[config.mk]
export PLATFORM = sky130hd
export DESIGN_NAME = seletor_varredura_flat
export DESIGN_NICKNAME = d
export VERILOG_FILES = /design/src/rtl/seletor_varredura_if.sv /design/src/rtl/seletor_varredura.sv /design/src/flat_wrapper.sv
export SDC_FILE = /design/constraint.sdc
export NUM_CORES = 1
export LEC_CHECK = 0
export ABC_AREA = 1
export CORE_MARGIN = 4
export CORE_UTILIZATION = 50
export CTS_BUF_LIST = sky130_fd_sc_hd__clkbuf_8
export DETAILED_ROUTE_END_ITERATION = 8
export PLACE_DENSITY = 0.78
export SLEW_MARGIN = 10
export SYNTH_ARGS = -nofsm -noshare
export SYNTH_HDL_FRONTEND = slang
export SYNTH_SLANG_ARGS = --single-unit
[constraint.sdc]
create_clock -name clk -period 1.79 [get_ports clk]
set_clock_uncertainty 0.2 [all_clocks]
set_input_delay 0.358 -clock clk [delete_from_list [all_inputs] [get_ports clk]]
set_output_delay 0.358 -clock clk [all_outputs]
set_load 0.02 [all_outputs]
[src/rtl/seletor_varredura_if.sv]
// Control/status bundle between the scan controller and the seletor_varredura
// sequencer that drives the downstream 2-to-4 decoder.
interface seletor_varredura_if;
    logic       start;
    logic       stop;
    logic       continuous;
    logic [3:0] mask;
    logic [1:0] a1;
    logic       en;
    logic       busy;
    logic       done;

    modport master (
        output start, stop, continuous, mask,
        input  a1, en, busy, done
    );

    modport slave (
        input  start, stop, continuous, mask,
        output a1, en, busy, done
    );
endinterface

[src/rtl/seletor_varredura.sv]
// Scan sequencer: walks the enabled decoder lines in order, holding en high for
// DIV cycles per slot with a one-cycle blanking gap between slots.
module seletor_varredura #(
    parameter int DIV = 4
) (
    input  logic                 clk,
    input  logic                 rst_n,
    seletor_varredura_if.slave   bus
);

    localparam int CW = (DIV > 1) ? $clog2(DIV) : 1;
    localparam logic [CW-1:0] LAST = CW'(DIV - 1);

    typedef enum logic [1:0] {
        IDLE,
        SHOW,
        BLANK
    } state_t;

    state_t          r_state;
    logic [CW-1:0]   r_cnt;
    logic [1:0]      r_a1;
    logic            r_en;
    logic            r_busy;
    logic            r_done;

    logic [1:0]      w_first;
    logic            w_firstValid;
    logic [1:0]      w_next;
    logic            w_nextValid;

    // Lowest set mask bit overall, and lowest set bit above the current slot.
    always_comb begin
        w_first      = 2'd0;
        w_firstValid = 1'b0;
        w_next       = 2'd0;
        w_nextValid  = 1'b0;
        for (int i = 3; i >= 0; i--) begin
            if (bus.mask[i]) begin
                w_first      = 2'(i);
                w_firstValid = 1'b1;
                if (i > int'(r_a1)) begin
                    w_next      = 2'(i);
                    w_nextValid = 1'b1;
                end
            end
        end
    end

    always_ff @(posedge clk or negedge rst_n) begin
        if (!rst_n) begin
            r_state <= IDLE;
            r_cnt   <= '0;
            r_a1    <= 2'd0;
            r_en    <= 1'b0;
            r_busy  <= 1'b0;
            r_done  <= 1'b0;
        end else begin
            r_done <= 1'b0;
            case (r_state)
                IDLE: begin
                    r_en   <= 1'b0;
                    r_busy <= 1'b0;
                    if (bus.start && !bus.stop && w_firstValid) begin
                        r_a1    <= w_first;
                        r_cnt   <= '0;
                        r_en    <= 1'b1;
                        r_busy  <= 1'b1;
                        r_state <= SHOW;
                    end
                end
                SHOW: begin
                    if (bus.stop) begin
                        r_en    <= 1'b0;
                        r_busy  <= 1'b0;
                        r_done  <= 1'b1;
                        r_state <= IDLE;
                    end else if (r_cnt == LAST) begin
                        // Select only moves on the edge that drops en.
                        if (w_nextValid) begin
                            r_a1    <= w_next;
                            r_en    <= 1'b0;
                            r_state <= BLANK;
                        end else if (bus.continuous && w_firstValid) begin
                            r_a1    <= w_first;
                            r_en    <= 1'b0;
                            r_state <= BLANK;
                        end else begin
                            r_en    <= 1'b0;
                            r_busy  <= 1'b0;
                            r_done  <= 1'b1;
                            r_state <= IDLE;
                        end
                    end else begin
                        r_cnt <= r_cnt + 1'b1;
                    end
                end
                BLANK: begin
                    if (bus.stop) begin
                        r_en    <= 1'b0;
                        r_busy  <= 1'b0;
                        r_done  <= 1'b1;
                        r_state <= IDLE;
                    end else begin
                        r_cnt   <= '0;
                        r_en    <= 1'b1;
                        r_state <= SHOW;
                    end
                end
                default: begin
                    r_en    <= 1'b0;
                    r_busy  <= 1'b0;
                    r_state <= IDLE;
                end
            endcase
        end
    end

    assign bus.a1   = r_a1;
    assign bus.en   = r_en;
    assign bus.busy = r_busy;
    assign bus.done = r_done;

endmodule

[src/flat_wrapper.sv]
// flat-port wrapper written by rule: the top's interface ports become plain ports
module seletor_varredura_flat 
#(
    parameter int DIV = 4
)
  (clk, rst_n, bus_start, bus_stop, bus_continuous, bus_mask, bus_a1, bus_en, bus_busy, bus_done);
  seletor_varredura_if bus_i ();
  input  logic clk;
  input  logic rst_n;
  input wire logic [$bits(bus_i.start)-1:0] bus_start;
  input wire logic [$bits(bus_i.stop)-1:0] bus_stop;
  input wire logic [$bits(bus_i.continuous)-1:0] bus_continuous;
  input wire logic [$bits(bus_i.mask)-1:0] bus_mask;
  output wire logic [$bits(bus_i.a1)-1:0] bus_a1;
  output wire logic [$bits(bus_i.en)-1:0] bus_en;
  output wire logic [$bits(bus_i.busy)-1:0] bus_busy;
  output wire logic [$bits(bus_i.done)-1:0] bus_done;
  assign bus_i.start = bus_start;
  assign bus_i.stop = bus_stop;
  assign bus_i.continuous = bus_continuous;
  assign bus_i.mask = bus_mask;
  assign bus_a1 = bus_i.a1;
  assign bus_en = bus_i.en;
  assign bus_busy = bus_i.busy;
  assign bus_done = bus_i.done;
  seletor_varredura #(.DIV(DIV)) u_core (.clk(clk), .rst_n(rst_n), .bus(bus_i));
endmodule
Word-level counts from Yosys, hierarchy flattened
Cells that the tools add are included.

storage, ports and cells
  flip-flop bits (word level) = 9
  input bits = 9
  output and inout port bits = 5
  word-level logic and storage cells = 89

cells by class
  $add $sub $neg = 1
  magnitude comparators = 3
  equal/unequal tests = 13
  multiplexer cells = 55
  reductions and logical operators = 11

operators with widths
  kind                   count
  $mux W2                24
  $mux W1                25
  $pmux W2 S3            2
  $reduce_and A5 Y1      2
  $ne A2 B2 Y1 const B   4
  $ne A3 B3 Y1 const B   2
  $pmux W1 S3            2
  $eq A2 B2 Y1 const B   2
  $gt A2 B2 Y1 const A   2
  $ne A2 B1 Y1 const B   2
  $pmux W2 S2            1
  $reduce_and A4 Y1      1
  $logic_and A1 B1 Y1    3
  $ne A3 B1 Y1 const B   1
  $ne A3 B2 Y1 const B   1
  $reduce_bool A3 Y1     1
  $add A2 B1 Y2 const B  1
  $eq A2 B1 Y1 const B   1
  $gt A1 B2 Y1 const A   1
  $logic_not A2 Y1       1
  $pmux W1 S2            1
  $reduce_and A2 Y1      1
  $reduce_bool A2 Y1     1
  $logic_not A1 Y1       1

Depth between registers and ports, before layout
  depth in word-level cells = 11
  mapped depth = 11
  mapped depth without buffers = 10

Least setup slack after synthesis
OpenSTA, ideal clock, no wires.

  path type = reg2reg
  start = register u_core.r_state[1]
  end = register u_core.r_a1[1], in the netlist u_core.bus.a1[1]
  setup time = 0.117 ns
  arrival = 1.252 ns
  required time = 1.473 ns
  slack = 0.221 ns
  cell stages (with the launch flop) = 11
  path buffers = 1
  period minus slack after synthesis = 1.569 ns
  cell sequence = dfrtp_1 inv_1 ha_1 buf_6 inv_6 nor2_4 a21oi_1 a21oi_2 nand3_1 nand2_1 nand2_1

on the way
  word-level cells in the longest chain between the ends = 3
  elaborated cells between the ends (all ways) = 9
  those cells by class = eq/ne (5); mux (1); reduce/logical (3)

RTL lines
  element                                               line                     RTL
  start, declared                                       seletor_varredura.sv:20  state_t r_state;
  start signal, assigned                                seletor_varredura.sv:52  r_state <= IDLE;
  start signal, assigned                                seletor_varredura.sv:69  r_state <= SHOW;
  start signal, assigned                                seletor_varredura.sv:77  r_state <= IDLE;
  $eq A2 B1 Y1 or $logic_not A2 Y1 (tied branches)      seletor_varredura.sv:60  case (r_state)
  $ne A3 B1 Y1 (no line), or another cell as far along  --
  $reduce_and A5 Y1 (no line)                           --
  end signal, assigned                                  seletor_varredura.sv:65  r_a1 <= w_first;
  end signal, assigned                                  seletor_varredura.sv:81  r_a1 <= w_next;
  end signal, assigned                                  seletor_varredura.sv:85  r_a1 <= w_first;
  end, declared                                         seletor_varredura.sv:22  logic [1:0] r_a1;

Several ways; a longest one is shown, not always the timed one.
A chain may end at the register's enable or synchronous reset.

Worst setup path in the final report
  start = register u_core.r_en, in the netlist u_core.bus.en
  end = output port bus_en

RTL lines
  element                 line                     RTL
  start, declared         seletor_varredura.sv:23  logic r_en;
  start signal, assigned  seletor_varredura.sv:55  r_en <= 1'b0;
  start signal, assigned  seletor_varredura.sv:62  r_en <= 1'b0;
  start signal, assigned  seletor_varredura.sv:67  r_en <= 1'b1;
  end, declared           flat_wrapper.sv:15       output wire logic [$bits(bus_i.en)-1:0] bus_en;

No word-level cell between the ends.

==> flow_summary.toml <==
[status]
outcome = "finished, final reports clean"

[logic_synthesis]
synth_area_leaders = "dfrtp_1, nand2_1, ha_1, nor2_1, inv_1"
synth.most_common_cell = "nand2_1"
async_flop_share_pct = 100
synth_cells = 96
synth_cell_type_count = 23
yosysWarnings = 0
synth_area_per_cell_sq_um = 7.25
synth_top_area_cell = "dfrtp_1"
yosysSeqAreaShare_pct = 32.4
yosys_register_bits = 9
syn_area_sq_um = 696
synth_top_area_share_pct = 32.4
synth_nets = 110
synth_top_cells_by_count = "nand2_1, nor2_1, inv_1, dfrtp_1, a21oi_1"
yosys_most_used_dff = "dfrtp_1"
synth_edf_count = 0

[placed_design]
placed_cells = 125
post_dp_cell_area_sq_um = 848
portBuffers = 13
dpl.hpwl_mm = 1.17
place_ws_ns = -0.105
globalplace.congestion = 0.855

[floorplan]
dieArea_sq_mm = 0.00205
core_sq_mm = 0.00130
start_util_pct = 53.5
die_y_um = 45.3
die_x_um = 45.3
io_pins = 14
row_count = 13

[clocking]
hold_buffers = 0
clk_latency_ns = 0.23
postCtsSetupBuffers = 0
cts_buffers = 3
max-clock-path-buffers = 2
clock_sinks = 9
path_clk_slew_ns = 0.04
cts_tree = "done"
cts_max_level = 1
cts-root-buf = "clkbuf_8"

[global_routing]
grt_overflow = 0
grt_pass1_vias = 598
grt_start_max_net_pins = 10
antenna_found_initial = 0
grt_pass1_wl_mm = 2.46
grtUsageTotal_pct = 16.4

[drt]
ant_nets = 0
first_pass_iters = 4
wire_per_inst_um = 11.1
avgViaCountPerCell = 5.01
drc = 0
routed_wl_mm = 1.43
drt_iter0_markers = 8
vias = 646

[timing]
whs_ns = 0.218
period_needed_ns = 1.74
relSlewSlack_pct = 74.4
finalSetupViolCount = 0
final_max_slew_viol_count = 0
rsz0062_at_grt = "false"
tightest_slew_ns = 0.383
min_period_over_period_pct = 97.0
hold_viol = 0
fmax_mhz = 576
finalWorstSetupSlack_ns = 0.0532

[setup_path]
cp_slowest_cell = "clkdlybuf4s50_1"
cp-end-kind = "primary output"
path_depth = 1
path_max_fanout = 2
crit_arrival_ns = 1.18
r2r_cells = 9
crit_family = "buffers and inverters"
cp_num_buf_inv = 1
path_cells = "clkdlybuf4s50_1"
cpPeakStageDelay_ns = 0.61
cp.required_ns = 1.23
critPathKind = "flop to primary output"
startpoint_type = "flop"

[power_and_ir_drop]
powerDensity_mw_per_mm2 = 1510
pwr-share-comb_pct = 57.8
p_sw_uw = 585
vdd_drop_max_v = 0.000969
pwr-share-seq_pct = 25.9
clkPwrFrac_pct = 16.4
swShare_pct = 43.3
internal_power_uw = 767
p_leak_nw = 0.463

[layout]
num-fill-cells = 121
drive_gt1_share_pct = 14.0
finalInstanceArea_sq_um = 896
register_area_sq_um = 225
layout.cells.non_filler = 129
num_antenna_cells = 0
syn_to_final_growth_pct = 28.8
multiInputGateArea_sq_um = 415
fin_nets = 129

[job]
drv_cap = 0

[hold_path]
hold_class = "input pin to async pin"
-- layout make-up --
| cell class | count | area share, % |
|---|---|---|
| Clock buffer | 3 | 4.61 |
| Sequential cell | 9 | 25.1 |
| Clock inverter | 1 | 0.419 |
| Multi-Input combinational cell | 75 | 46.4 |
| Timing Repair Buffer | 15 | 16.2 |
| Inverter | 11 | 5.17 |
| Tap cell | 15 | 2.09 |
-- sequential cells by signal (all words and copies together), names as in the netlist --
name             count
u_core.bus.a1        2
u_core.bus.busy      1
u_core.bus.done      1
u_core.bus.en        1
u_core.r_cnt         2
u_core.r_state       2
-- cells by family (layout without fill, tap and decap cells) --
family | Yosys count | count (layout) | share of synthesized area [%]
flops | 9 | 9 | 32.4
fa+ha+maj | 5 | 5 | 8.99
buf+inv | 12 | 30 | 8.27
simple gates | 53 | 53 | 34.5
compound gates | 17 | 17 | 15.8
-- cells in the final DEF, fill, tap and decap left out, types with 2 or more instances in the layout --
cell	netlist	routed
buf_4	0	2
o21ai_0	3	2
a21oi_1	7	7
nor2_2	2	2
nor2_1	11	11
inv_1	10	11
ha_1	5	4
dfrtp_1	9	9
clkbuf_8	0	3
clkdlybuf4s50_1	0	10
nand2_1	29	29
nand3_1	5	5
o21ai_1	2	3
dlygate4sd2_1	0	2
-- repair_timing --
| action | in CTS | in global routing |
|---|---|---|
| resized for setup | 2 | 3 |
| hold endpoints to repair | 0 | 0 |
| setup endpoints to repair | 2 | 7 |
| cloned | 0 | 0 |
| pin swaps | 0 | 0 |
-- power groups by stage --
stage	registers [mW]	logic [mW]	clock network, mW
final	0.350	0.781	0.221
after global routing	0.365	0.879	0.246
after CTS	0.351	0.783	0.234
after detailed placement	0.353	0.791	0
after global placement	0.348	0.766	0
after floorplan	0.396	0.506	0
-- worst paths after layout --
path	startpoint	slack, ns	endpoint
setup / recovery	u_core.bus.en$_DFFE_PN0P_	0.05	bus_en
hold / removal	rst_n	0.22	u_core.r_state[0]$_DFFE_PN0P_
setup reg to reg	u_core.r_state[1]$_DFFE_PN0P_	0.12	u_core.bus.a1[1]$_DFFE_PN0P_
hold reg to reg	u_core.bus.busy$_DFFE_PN0P_	0.30	u_core.bus.busy$_DFFE_PN0P_
max in group asynchronous	rst_n	0.90	u_core.bus.a1[1]$_DFFE_PN0P_
min in group clk	u_core.bus.busy$_DFFE_PN0P_	0.30	u_core.bus.busy$_DFFE_PN0P_
-- layer usage --
| metal | global-route usage (%) | share of wire, % | wire length (um) |
|---|---|---|---|
| met3 | 1.59 | 4.8 | 68 |
| met2 | 25.4 | 44 | 628 |
| met1 | 22.3 | 49 | 700 |
| met4 | 8.77 | 2.2 | 32 |
| met5 | 0 | 0 | 0 |
-- metrics by stage --
stage	setup TNS, ns	total power [mW]	utilization (%)
2_1_floorplan	0	0.902	-
3_3_place_gp	-0.293	1.11	65.2
3_5_place_dp	-0.433	1.14	65.2
4_1_cts	0	1.37	68.5
5_1_grt	0	1.49	68.8
6_report	0	1.35	68.8
Note: power is estimated with default switching activity, not from simulation.
